$ cat src/rtl/minirisc_pkg.sv
`default_nettype none
// minirisc_pkg: opcode constants and issuer state encoding.
// This package is shared by the minirisc core and the opcode issuer.
package minirisc_pkg;

  localparam logic [7:0] OP_IDLE  = 8'h00;
  localparam logic [7:0] OP_LOAD  = 8'h01;
  localparam logic [7:0] OP_ADD   = 8'h02;
  localparam logic [7:0] OP_SUB   = 8'h03;
  localparam logic [7:0] OP_STORE = 8'h04;
  localparam logic [7:0] OP_MAX   = 8'h04;

  typedef enum logic [1:0] {
    ST_IDLE = 2'd0,
    ST_RUN  = 2'd1,
    ST_DONE = 2'd2
  } issuer_state_e;

endpackage
`default_nettype wire

$ cat src/rtl/minirisc_prog_mem.sv
`default_nettype none
// minirisc_prog_mem: DEPTH x OP_W register file for the opcode program.
// It has one synchronous write port and one combinational read port; storage is not reset.
module minirisc_prog_mem #(
  parameter int DEPTH = 8,
  parameter int OP_W  = 8,
  parameter int AW    = $clog2(DEPTH)
) (
  input  logic            clk,
  input  logic            we,
  input  logic [AW-1:0]   waddr,
  input  logic [OP_W-1:0] wdata,
  input  logic [AW-1:0]   raddr,
  output logic [OP_W-1:0] rdata
);

  logic [OP_W-1:0] mem_q [DEPTH];

  always_ff @(posedge clk) begin
    if (we) begin
      mem_q[waddr] <= wdata;
    end
  end

  assign rdata = mem_q[raddr];

endmodule
`default_nettype wire

$ cat src/rtl/minirisc_op_issuer.sv
`default_nettype none
// minirisc_op_issuer: buffers a host-loaded opcode program.
// On start it replays the program one entry per clock and then pulses done.
module minirisc_op_issuer
  import minirisc_pkg::*;
#(
  parameter int DEPTH = 8,
  parameter int OP_W  = 8,
  parameter int CNT_W = $clog2(DEPTH + 1)
) (
  input  logic             clk,
  input  logic             rst_n,
  input  logic             ena,
  input  logic             wr_valid,
  input  logic [OP_W-1:0]  wr_data,
  output logic             wr_ready,
  input  logic             start,
  input  logic             clr,
  output logic [OP_W-1:0]  op_out,
  output logic             op_valid,
  output logic             busy,
  output logic             done,
  output logic             err,
  output logic [CNT_W-1:0] count
);

  localparam int               AW       = $clog2(DEPTH);
  localparam logic [OP_W-1:0]  OP_MAX_W = OP_W'(OP_MAX);
  localparam logic [CNT_W-1:0] DEPTH_C  = CNT_W'(DEPTH);
  localparam logic [CNT_W-1:0] CNT_ONE  = CNT_W'(1);
  localparam logic [AW-1:0]    PTR_ONE  = AW'(1);

  issuer_state_e    state_q, state_d;
  logic [CNT_W-1:0] count_q, count_d;
  logic [CNT_W-1:0] rd_ptr_q, rd_ptr_d;
  logic [AW-1:0]    wr_ptr_q, wr_ptr_d;
  logic [OP_W-1:0]  op_out_q, op_out_d;
  logic             op_valid_q, op_valid_d;
  logic             busy_q, busy_d;
  logic             done_q, done_d;
  logic             err_q, err_d;

  logic             wr_accept;
  logic             wr_illegal;
  logic [OP_W-1:0]  wr_clean;
  logic [AW-1:0]    rd_addr;
  logic [OP_W-1:0]  rd_data;

  assign wr_ready   = (state_q == ST_IDLE) && (count_q < DEPTH_C) && ena;
  assign wr_accept  = wr_valid && wr_ready && !clr;
  assign wr_illegal = wr_data > OP_MAX_W;
  assign wr_clean   = wr_illegal ? '0 : wr_data;
  assign rd_addr    = (state_q == ST_RUN) ? rd_ptr_q[AW-1:0] : '0;

  minirisc_prog_mem #(
    .DEPTH (DEPTH),
    .OP_W  (OP_W)
  ) u_prog_mem (
    .clk   (clk),
    .we    (wr_accept),
    .waddr (wr_ptr_q),
    .wdata (wr_clean),
    .raddr (rd_addr),
    .rdata (rd_data)
  );

  always_comb begin
    state_d    = state_q;
    count_d    = count_q;
    rd_ptr_d   = rd_ptr_q;
    wr_ptr_d   = wr_ptr_q;
    op_out_d   = op_out_q;
    op_valid_d = op_valid_q;
    busy_d     = busy_q;
    done_d     = done_q;
    err_d      = err_q;
    if (ena) begin
      done_d = 1'b0;
      unique case (state_q)
        ST_IDLE: begin
          if (clr) begin
            count_d  = '0;
            wr_ptr_d = '0;
            err_d    = 1'b0;
          end else begin
            if (wr_accept) begin
              wr_ptr_d = wr_ptr_q + PTR_ONE;
              count_d  = count_q + CNT_ONE;
              err_d    = err_q | wr_illegal;
            end
            if (start) begin
              if (count_d != '0) begin
                // Entry 0 may be written on this very edge; bypass the buffer then.
                state_d    = ST_RUN;
                op_out_d   = (count_q == '0) ? wr_clean : rd_data;
                op_valid_d = 1'b1;
                busy_d     = 1'b1;
                rd_ptr_d   = CNT_ONE;
              end else begin
                state_d = ST_DONE;
                done_d  = 1'b1;
              end
            end
          end
        end
        ST_RUN: begin
          if (clr) begin
            state_d    = ST_IDLE;
            op_out_d   = '0;
            op_valid_d = 1'b0;
            busy_d     = 1'b0;
            count_d    = '0;
            wr_ptr_d   = '0;
            err_d      = 1'b0;
          end else if (rd_ptr_q == count_q) begin
            state_d    = ST_DONE;
            op_out_d   = '0;
            op_valid_d = 1'b0;
            busy_d     = 1'b0;
            done_d     = 1'b1;
          end else begin
            op_out_d = rd_data;
            rd_ptr_d = rd_ptr_q + CNT_ONE;
          end
        end
        ST_DONE: begin
          state_d = ST_IDLE;
          if (clr) begin
            count_d  = '0;
            wr_ptr_d = '0;
            err_d    = 1'b0;
          end
        end
        default: begin
          state_d = ST_IDLE;
        end
      endcase
    end
  end

  always_ff @(posedge clk or negedge rst_n) begin
    if (!rst_n) begin
      state_q    <= ST_IDLE;
      count_q    <= '0;
      rd_ptr_q   <= '0;
      wr_ptr_q   <= '0;
      op_out_q   <= '0;
      op_valid_q <= 1'b0;
      busy_q     <= 1'b0;
      done_q     <= 1'b0;
      err_q      <= 1'b0;
    end else begin
      state_q    <= state_d;
      count_q    <= count_d;
      rd_ptr_q   <= rd_ptr_d;
      wr_ptr_q   <= wr_ptr_d;
      op_out_q   <= op_out_d;
      op_valid_q <= op_valid_d;
      busy_q     <= busy_d;
      done_q     <= done_d;
      err_q      <= err_d;
    end
  end

  assign op_out   = op_out_q;
  assign op_valid = op_valid_q;
  assign busy     = busy_q;
  assign done     = done_q;
  assign err      = err_q;
  assign count    = count_q;

endmodule
`default_nettype wire

$ cat config.mk
export PLATFORM = sky130hd
export DESIGN_NAME = minirisc_op_issuer
export DESIGN_NICKNAME = d
export VERILOG_FILES = /design/src/rtl/minirisc_pkg.sv /design/src/rtl/minirisc_prog_mem.sv /design/src/rtl/minirisc_op_issuer.sv
export SDC_FILE = /design/constraint.sdc
export NUM_CORES = 1
export LEC_CHECK = 0
export ABC_AREA = 1
export CORE_ASPECT_RATIO = 0.9
export CORE_MARGIN = 10
export CORE_UTILIZATION = 35
export CTS_BUF_LIST = sky130_fd_sc_hd__clkbuf_4
export DETAILED_ROUTE_END_ITERATION = 10
export GPL_TIMING_DRIVEN = 1
export PLACE_DENSITY = 0.58
export SLEW_MARGIN = 15
export SYNTH_ARGS = -nofsm -noshare
export SYNTH_HDL_FRONTEND = slang
export SYNTH_SLANG_ARGS = --single-unit
$ cat constraint.sdc
create_clock -name clk -period 4.6 [get_ports clk]
set_clock_uncertainty 0.2 [all_clocks]
set_input_delay 0.92 -clock clk [delete_from_list [all_inputs] [get_ports clk]]
set_output_delay 0.92 -clock clk [all_outputs]
set_load 0.02 [all_outputs]
* After elaboration in Yosys (flattened, before gate mapping)
Memories as Yosys holds them, arrays and structs flattened. Index checks and enable logic that the tools add are counted.
Storage, ports and cells: register bits after elaboration 24, memory bits (writable) 64, input port bits 14, output and inout bits 17, word-level logic and storage cells 93, memories kept 1
Memory list:
- u_prog_mem.mem_q | words 8, bits a word 8, rd ports 1, clocked after Yosys merged registers in 0, wr ports 1, RTL line minirisc_prog_mem.sv:17 | logic [OP_W-1:0] mem_q [DEPTH];
Cells by class: add/sub/neg operators 3, $lt $le $gt $ge 2, equal/unequal tests 11, mux-type cells 50, bitwise operators 1, reductions and logical operators 17
Operators with widths (count):
- $mux 8 | 7
- $mux 4 | 11
- $pmux 4 s2 | 2
- $pmux 8 s2 | 1
- $mux 1 | 15
- $mux 3 | 4
- $mux 2 | 5
- $add 4x1->4 const B | 2
- $gt 8x3->1 const B | 1
- $ne 2x2->1 const B | 4
- $reduce_and 4->1 | 2
- $reduce_and 7->1 | 1
- $ne 3x2->1 const B | 2
- $pmux 1 s2 | 3
- $pmux 3 s2 | 1
- $reduce_and 6->1 | 1
- $reduce_and 5->1 | 1
- $eq 4x4->1 | 1
- $logic_and 1x1->1 | 4
- $logic_not 4->1 | 1
- $lt 4x4->1 const B | 1
- $ne 2x1->1 const B | 2
- $pmux 2 s2 | 1
- $reduce_bool 2->1 | 2
- 9 further kinds | 9

* Logic depth before layout (Yosys ltp)
Gate-level depths: netlist (run 1).
word-level depth 14, mapped depth 14, mapped depth without buffers 13

* Cells and area by module
From an unflattened synthesis (run 1), not the netlist that was laid out.
Unflattened totals: cell total of the unflattened synthesis 529, area total of the unflattened synthesis 4549.4 um^2
Modules (own cells, without submodules):
- minirisc_prog_mem | instances 1, cells each 295, area each 2890.3 um^2, seq. area each 1921.8 um^2
- minirisc_op_issuer | instances 1, cells each 234, area each 1659.1 um^2, seq. area each 600.6 um^2

* Least setup slack after synthesis (run 1)
OpenSTA, ideal clock, no wires.
path type input to register, start input port ena, end memory u_prog_mem.mem_q[3][0], enable pin, library setup time 0.383 ns, data arrival time 2.048 ns, data required time 4.017 ns, slack 1.969 ns, cell stages on the path 6, path buffers 0, cell sequence nand2_2 > nor2_4 > nand2_4 > inv_1 > nand2_1 > nor3_1
On the way: word-level cells in the longest chain between the ends 5
Ends and longest elaborated chain:
- start: declaration | RTL line minirisc_op_issuer.sv:13 | input logic ena,
- $logic_and 1x1->1 | RTL line minirisc_op_issuer.sv:49 | assign wr_ready = (state_q == ST_IDLE) && (count_q < DEPTH_C) && ena;
- net wr_ready | RTL line minirisc_op_issuer.sv:16 | output logic wr_ready,
- $logic_and 1x1->1 (2 in series) | RTL line minirisc_op_issuer.sv:50 | assign wr_accept = wr_valid && wr_ready && !clr;
- $mux 1 | RTL line minirisc_prog_mem.sv:20 | if (we) begin
- $mux 1 (not written as such) | RTL line minirisc_prog_mem.sv:21 | mem_q[waddr] <= wdata;
- end: declaration | RTL line minirisc_prog_mem.sv:17
The timed path passes the listed nets, and every way through them passes these cells.

* Final worst setup path (run 1)
start input port ena, end output port wr_ready
On the way: word-level cells in the longest chain between the ends 1
Ends and longest elaborated chain (RTL line):
- $logic_and 1x1->1 | minirisc_op_issuer.sv:49
- end: declaration | minirisc_op_issuer.sv:16
Every way passes these cells.

==> results.py, run 1 <==
metrics = {
    "sta": {
        "finalHoldViolCount": 0,
        "fmax_mhz": 289,
        "min_period_over_period_pct": 75.3,
        "worstMarginPinSlew_ps": 1030,
        "period_minus_slack_ps": 3460,
        "slew_headroom_pct": 30.6,
        "slew_violations": 0,
        "finalWorstSetupSlack_ps": 1140,
        "rsz0062_at_grt": "false",
        "tns_ps": 0,
        "finalSetupViolations": 0,
    },
    "outcome": {
        "status": "finished, final reports clean",
    },
    "power": {
        "p_clk_share_pct": 26.1,
        "p_int_mw": 1.30,
        "ir_drop_uv": 167,
        "power_frac_comb_pct": 24.3,
        "power-per-cell-area_nw_per_um2": 379,
        "netSwitchingFraction_pct": 33.4,
        "p_switching_uw": 652,
        "power_leakage_nw": 2.47,
        "pwr-share-seq_pct": 49.6,
    },
    "min_path": {
        "min_path_cells": 2,
        "min_to": "op_out[0]",
        "hold_start": "op_out[0]",
        "hold_class": "flop to flop",
    },
    "clock_tree": {
        "cts_setup_buffers": 0,
        "cts_sinks": 88,
        "cts_tree": "yes",
        "cts_buffer_depth": 2,
        "ctsResizeCount": 0,
        "clock_latency_ps": 460,
        "ctsHoldBuffers": 0,
        "cts_buffers": 9,
        "cts_root_buffer": "clkbuf_4",
        "clkTransAtPathRegs_ps": 140,
        "h-tree-depth": 3,
    },
    "place": {
        "dpl.hpwl_um": 7030,
        "place_ws_ps": 1000,
        "io_buffer_count": 30,
        "gp_congestion": 0.877,
    },
    "worst_setup_path": {
        "rr_endpoint": "u_prog_mem.mem_q[2][4]",
        "cp-start-kind": "primary input",
        "cp.required_ps": 3480,
        "worstSetupPathType": "primary input to output port",
        "rr_startpoint": "state_q[0]",
        "cp_max_fo": 5,
        "r2r_cells": 8,
        "cp-end-kind": "output port",
        "crit_arrival_ps": 2340,
        "r2r_setup_slack_ps": 1760,
    },
    "layout": {
        "final_nets": 596,
        "drive_gt1_share_pct": 5.69,
        "mostFrequentLayoutCells": "173 x nand2_1, 88 x inv_1, 64 x edfxtp_1",
        "final_common_cell": "nand2_1",
        "syn_to_final_growth_pct": 18.0,
    },
    "die": {
        "rows": 38,
        "core_area_um2": 12100,
        "die_area_um2": 17300,
        "pin_count": 31,
        "die_h_um": 126,
        "die_x_um": 138,
        "start_util_pct": 36.0,
    },
    "grt": {
        "grt_start_max_net_pins": 38,
        "antenna_found_initial": 1,
        "grt_usage_pct": 11.2,
        "grt_pass1_wl_um": 15500,
        "grt_pass1_vias": 3167,
        "gr-total-overflow": 0,
    },
    "logic_synthesis": {
        "yosys.area.top_type": "edfxtp_1",
        "avgSynthCellArea_um2": 8.66,
        "ys_seq_area_share_pct": 57.8,
        "synth_area_leaders": "edfxtp_1 44%, nand2_1 15%, dfrtp_1 14%",
        "synth.distinct_cells": 27,
        "synthCells": 504,
        "synth_area_um2": 4360,
        "ys_ff_latch": 88,
        "synth_top_cell_area_share_pct": 44.0,
        "synth_warnings": 0,
    },
    "drt": {
        "vias_per_cell": 4.45,
        "post-route-drc-count": 0,
        "vias": 3298,
        "drt_pre_antenna_iters": 5,
        "wl_per_cell_um": 12.7,
        "wirelength_um": 9400,
        "drt_first_iter_violations": 252,
        "detail-route-antenna-nets": 0,
    },
    "flow_run": {
        "maxCapViolCount": 0,
    },
}
## flip-flops by register name (all words and copies together), names as in the netlist
register          count
busy                  1
op_out                8
state_q               2
done                  1
err                   1
u_prog_mem.mem_q     64
count                 4
wr_ptr_q              3
rd_ptr_q              4
## layer usage
layer	GRT usage (%)	part of all wire [%]	vias to the layer above
li1	-	-	1707
met5	0	0	-
met4	4.60	1.8	0
met3	3.06	7.3	12
met1	15.6	49	1459
met2	16.0	42	120
## through the flow
stage               utilization (%)  hold slack (ps)  std cells  cell area (µm²)  total power [mW]
global route                   42.5              327        741             5150              2.07
detailed placement             41.0              266        724             4970              1.46
floorplan                         -              309        543             4510              1.31
global placement               41.0              266        724             4970              1.46
finish                         42.5              294        741             5150              1.95
CTS                            42.4              301        740             5150              1.97
## synth_stat cells (all sizes together)
cell type  count
ha             7
edfxtp        64
nor3           8
nand3         55
clkbuf         3
a21boi         1
or2            2
a21oi          5
o22ai          1
nand2        177
nor2          25
inv           88
buf           11
conb           1
o21ai         20
nand4         12
dfrtp         24
## power by group through the flow
stage          registers, mW  clock network (mW)  logic [mW]
2_1_floorplan          0.994                   0       0.316
3_3_place_gp           0.986                   0       0.472
3_5_place_dp           0.986                   0       0.474
4_1_cts                0.969               0.527       0.476
5_1_grt                0.978               0.560       0.531
6_report               0.969               0.509       0.475
## cell families after synthesis
group           count (synthesis)  synth area share, %
fa+ha+maj                       7                 2.01
other cells                     1               0.0860
buf+inv                       102                 9.23
flops                          88                 57.8
simple gates                  279                 27.6
compound gates                 27                 3.27
## worst max-delay path by stage
stage | startpoint | to | slack (ps) | cells after the start
2_1_floorplan | ena | u_prog_mem.mem_q[3][0] | 1970 | 6
3_3_place_gp | ena | wr_ready | 1140 | 4
3_5_place_dp | clr | u_prog_mem.mem_q[7][3] | 1000 | 6
4_1_cts | ena | wr_ready | 1120 | 4
5_1_grt | ena | wr_ready | 1090 | 4
6_report | ena | wr_ready | 1140 | 4
## area by class of cell
cell class | count | area (µm²)
Sequential cell | 88 | 2520
Tap cell | 160 | 200
Clock inverter | 7 | 104
Timing Repair Buffer | 35 | 338
Multi-Input combinational cell | 353 | 1580
Inverter | 88 | 330
Fill cell | 1209 | 6980
Clock buffer | 9 | 67.6
Antenna cell | 1 | 2.50
## worst max-delay path: stages
cell and delay [ps]:
clkdlybuf4s50_1 530, nand2_2 100, nor2_4 170, clkdlybuf4s50_1 630
Power figures use the tool's default switching activity.
==> inputs of run 2 (changes only) <==
Settings changed: PLACE_DENSITY 0.58 to 0.6.
Clock period 4.6 ns to 2.9 ns, I/O delays scaled along.
==> run 2 against run 1 <==
Combinational power is 65% higher. Sequential share of layout area is 0.58 points lower. Cell count is 2.2% higher. Via count is 1.5% higher. Largest cell class unchanged.
==> results.py, run 2 (synthesis results as in run 1) <==
metrics = {
    "outcome": {
        "status": "finished, final reports clean",
    },
    "power": {
        "netSwitchingFraction_pct": 34.7,
        "power_frac_comb_pct": 26.9,
        "pwr-share-seq_pct": 52.8,
        "p_int_mw": 1.91,
        "p_switching_mw": 1.01,
        "p_clk_share_pct": 20.3,
        "power_leakage_nw": 2.53,
        "ir_drop_uv": 322,
        "power-per-cell-area_nw_per_um2": 560,
    },
    "sta": {
        "period_minus_slack_ps": 2710,
        "finalSetupViolations": 0,
        "slew_headroom_pct": 52.7,
        "finalHoldViolCount": 0,
        "min_period_over_period_pct": 93.3,
        "worstMarginPinSlew_ps": 710,
        "tns_ps": 0,
        "rsz0062_at_grt": "false",
        "fmax_mhz": 370,
        "slew_violations": 0,
        "holdWs_ps": 277,
    },
    "worst_setup_path": {
        "cp-end-kind": "output port",
        "rr_startpoint": "state_q[1]",
        "cp_max_fo": 4,
        "r2r_setup_slack_ps": 360,
        "rr_endpoint": "rd_ptr_q[0]",
        "path_buf_inv": 2,
        "crit_chain": "clkdlybuf4s50_1 > nand2_2 > nor2_4 > clkdlybuf4s50_1",
        "crit_path_top_delay_cell": "clkdlybuf4s50_1",
        "crit_top_cell": "clkdlybuf4s50_1",
        "cp.required_ps": 2120,
        "worstSetupPathType": "primary input to output port",
        "cp-start-kind": "primary input",
        "r2r_cells": 10,
        "path_delay_family": "buffers and inverters",
        "crit_arrival_ps": 1930,
        "slowest_delay_ps": 610,
    },
    "drt": {
        "detail-route-antenna-nets": 0,
        "vias_per_cell": 4.42,
        "drt_first_iter_violations": 246,
        "wl_per_cell_um": 12.4,
        "drt_pre_antenna_iters": 6,
        "wirelength_um": 9380,
        "vias": 3346,
        "post-route-drc-count": 0,
    },
    "place": {
        "dpl.hpwl_um": 7010,
        "io_buffer_count": 30,
        "gp_congestion": 0.904,
        "dpl.cell_count": 740,
    },
    "die": {
        "start_util_pct": 36.0,
        "die_h_um": 126,
        "die_x_um": 138,
        "pin_count": 31,
        "die_area_um2": 17300,
        "core_area_um2": 12100,
        "rows": 38,
    },
    "clock_tree": {
        "cts_setup_buffers": 0,
        "cts_buffer_depth": 2,
        "clkTransAtPathRegs_ps": 140,
        "cts_root_buffer": "clkbuf_4",
        "cts_buffers": 9,
        "cts_tree": "yes",
        "clock_latency_ps": 440,
        "cts_sinks": 88,
        "ctsHoldBuffers": 0,
        "ctsResizeCount": 0,
        "h-tree-depth": 3,
    },
    "min_path": {
        "hold_class": "primary input to asynchronous set/reset pin",
    },
    "layout": {
        "final_common_cell": "nand2_1",
        "final_nets": 612,
        "largest_reg_flops": 64,
        "register_area_um2": 2520,
        "syn_to_final_growth_pct": 19.4,
        "largest-register": "u_prog_mem.mem_q",
        "multi_input_area_um2": 1580,
        "drive_gt1_share_pct": 8.39,
        "mostFrequentLayoutCells": "173 x nand2_1, 88 x inv_1, 64 x edfxtp_1",
        "fin_cells": 757,
        "fillers": 1212,
    },
    "grt": {
        "grt_start_max_net_pins": 37,
        "grt_pass1_wl_um": 15600,
        "grt_usage_pct": 11.4,
        "antenna_found_initial": 1,
        "grt_pass1_vias": 3206,
        "gr-total-overflow": 0,
    },
    "flow_run": {
        "maxCapViolCount": 0,
    },
}
[run 2: final cells by class]
type | count | share of cell area [%]
repair buffers | 51 | 8.79
diodes | 1 | 0.0480
inverters | 88 | 6.34
clock inverters | 7 | 0.865
multi-input cells | 353 | 30.4
well taps | 160 | 3.84
flip-flops and latches | 88 | 48.4
clock buffers | 9 | 1.30
[run 2: per-stage QoR]
stage	setup slack, ps	area [µm²]	power (mW)	utilization [%]
after global placement	195	5090	2.34	42.0
after detailed placement	152	5090	2.35	42.0
after global routing	23.4	5210	3.12	43.0
final	195	5210	2.92	43.0
after floorplan	426	4510	2.08	-
after CTS	144	5210	2.96	43.0
[run 2: metal layers]
layer  vias to the layer above  routed length (µm)  track usage, %
li1                       1741                   -               -
met1                      1521                4340            14.8
met2                        79                4380            17.6
met3                         5                 580            3.70
met4                         0                  78            3.31
met5                         -                   0               0
[run 2: power groups by stage]
stage	Combinational [mW]	Sequential, mW	Clock (mW)
finish	0.786	1.54	0.593
global route	0.876	1.55	0.688
CTS	0.788	1.54	0.629
detailed placement	0.784	1.57	0
global placement	0.773	1.56	0
floorplan	0.502	1.58	0
[run 2: worst max path at each step]
| stage | slack [ps] | to | depth (start not counted) | startpoint |
|---|---|---|---|---|
| after floorplan | 430 | u_prog_mem.mem_q[3][0] | 8 | state_q[0] |
| after global placement | 200 | u_prog_mem.mem_q[3][5] | 9 | ena |
| after detailed placement | 150 | rd_ptr_q[0] | 11 | ena |
| after CTS | 140 | wr_ready | 5 | state_q[0] |
| after global routing | 20 | wr_ready | 5 | state_q[0] |
| final | 190 | wr_ready | 4 | ena |
==> inputs of run 3 (changes only) <==
Settings changed: SKIP_LAST_GASP set to 1.
==> results of run 3 <==
The final DEF is identical to that of run 2; final timing and power are the same.
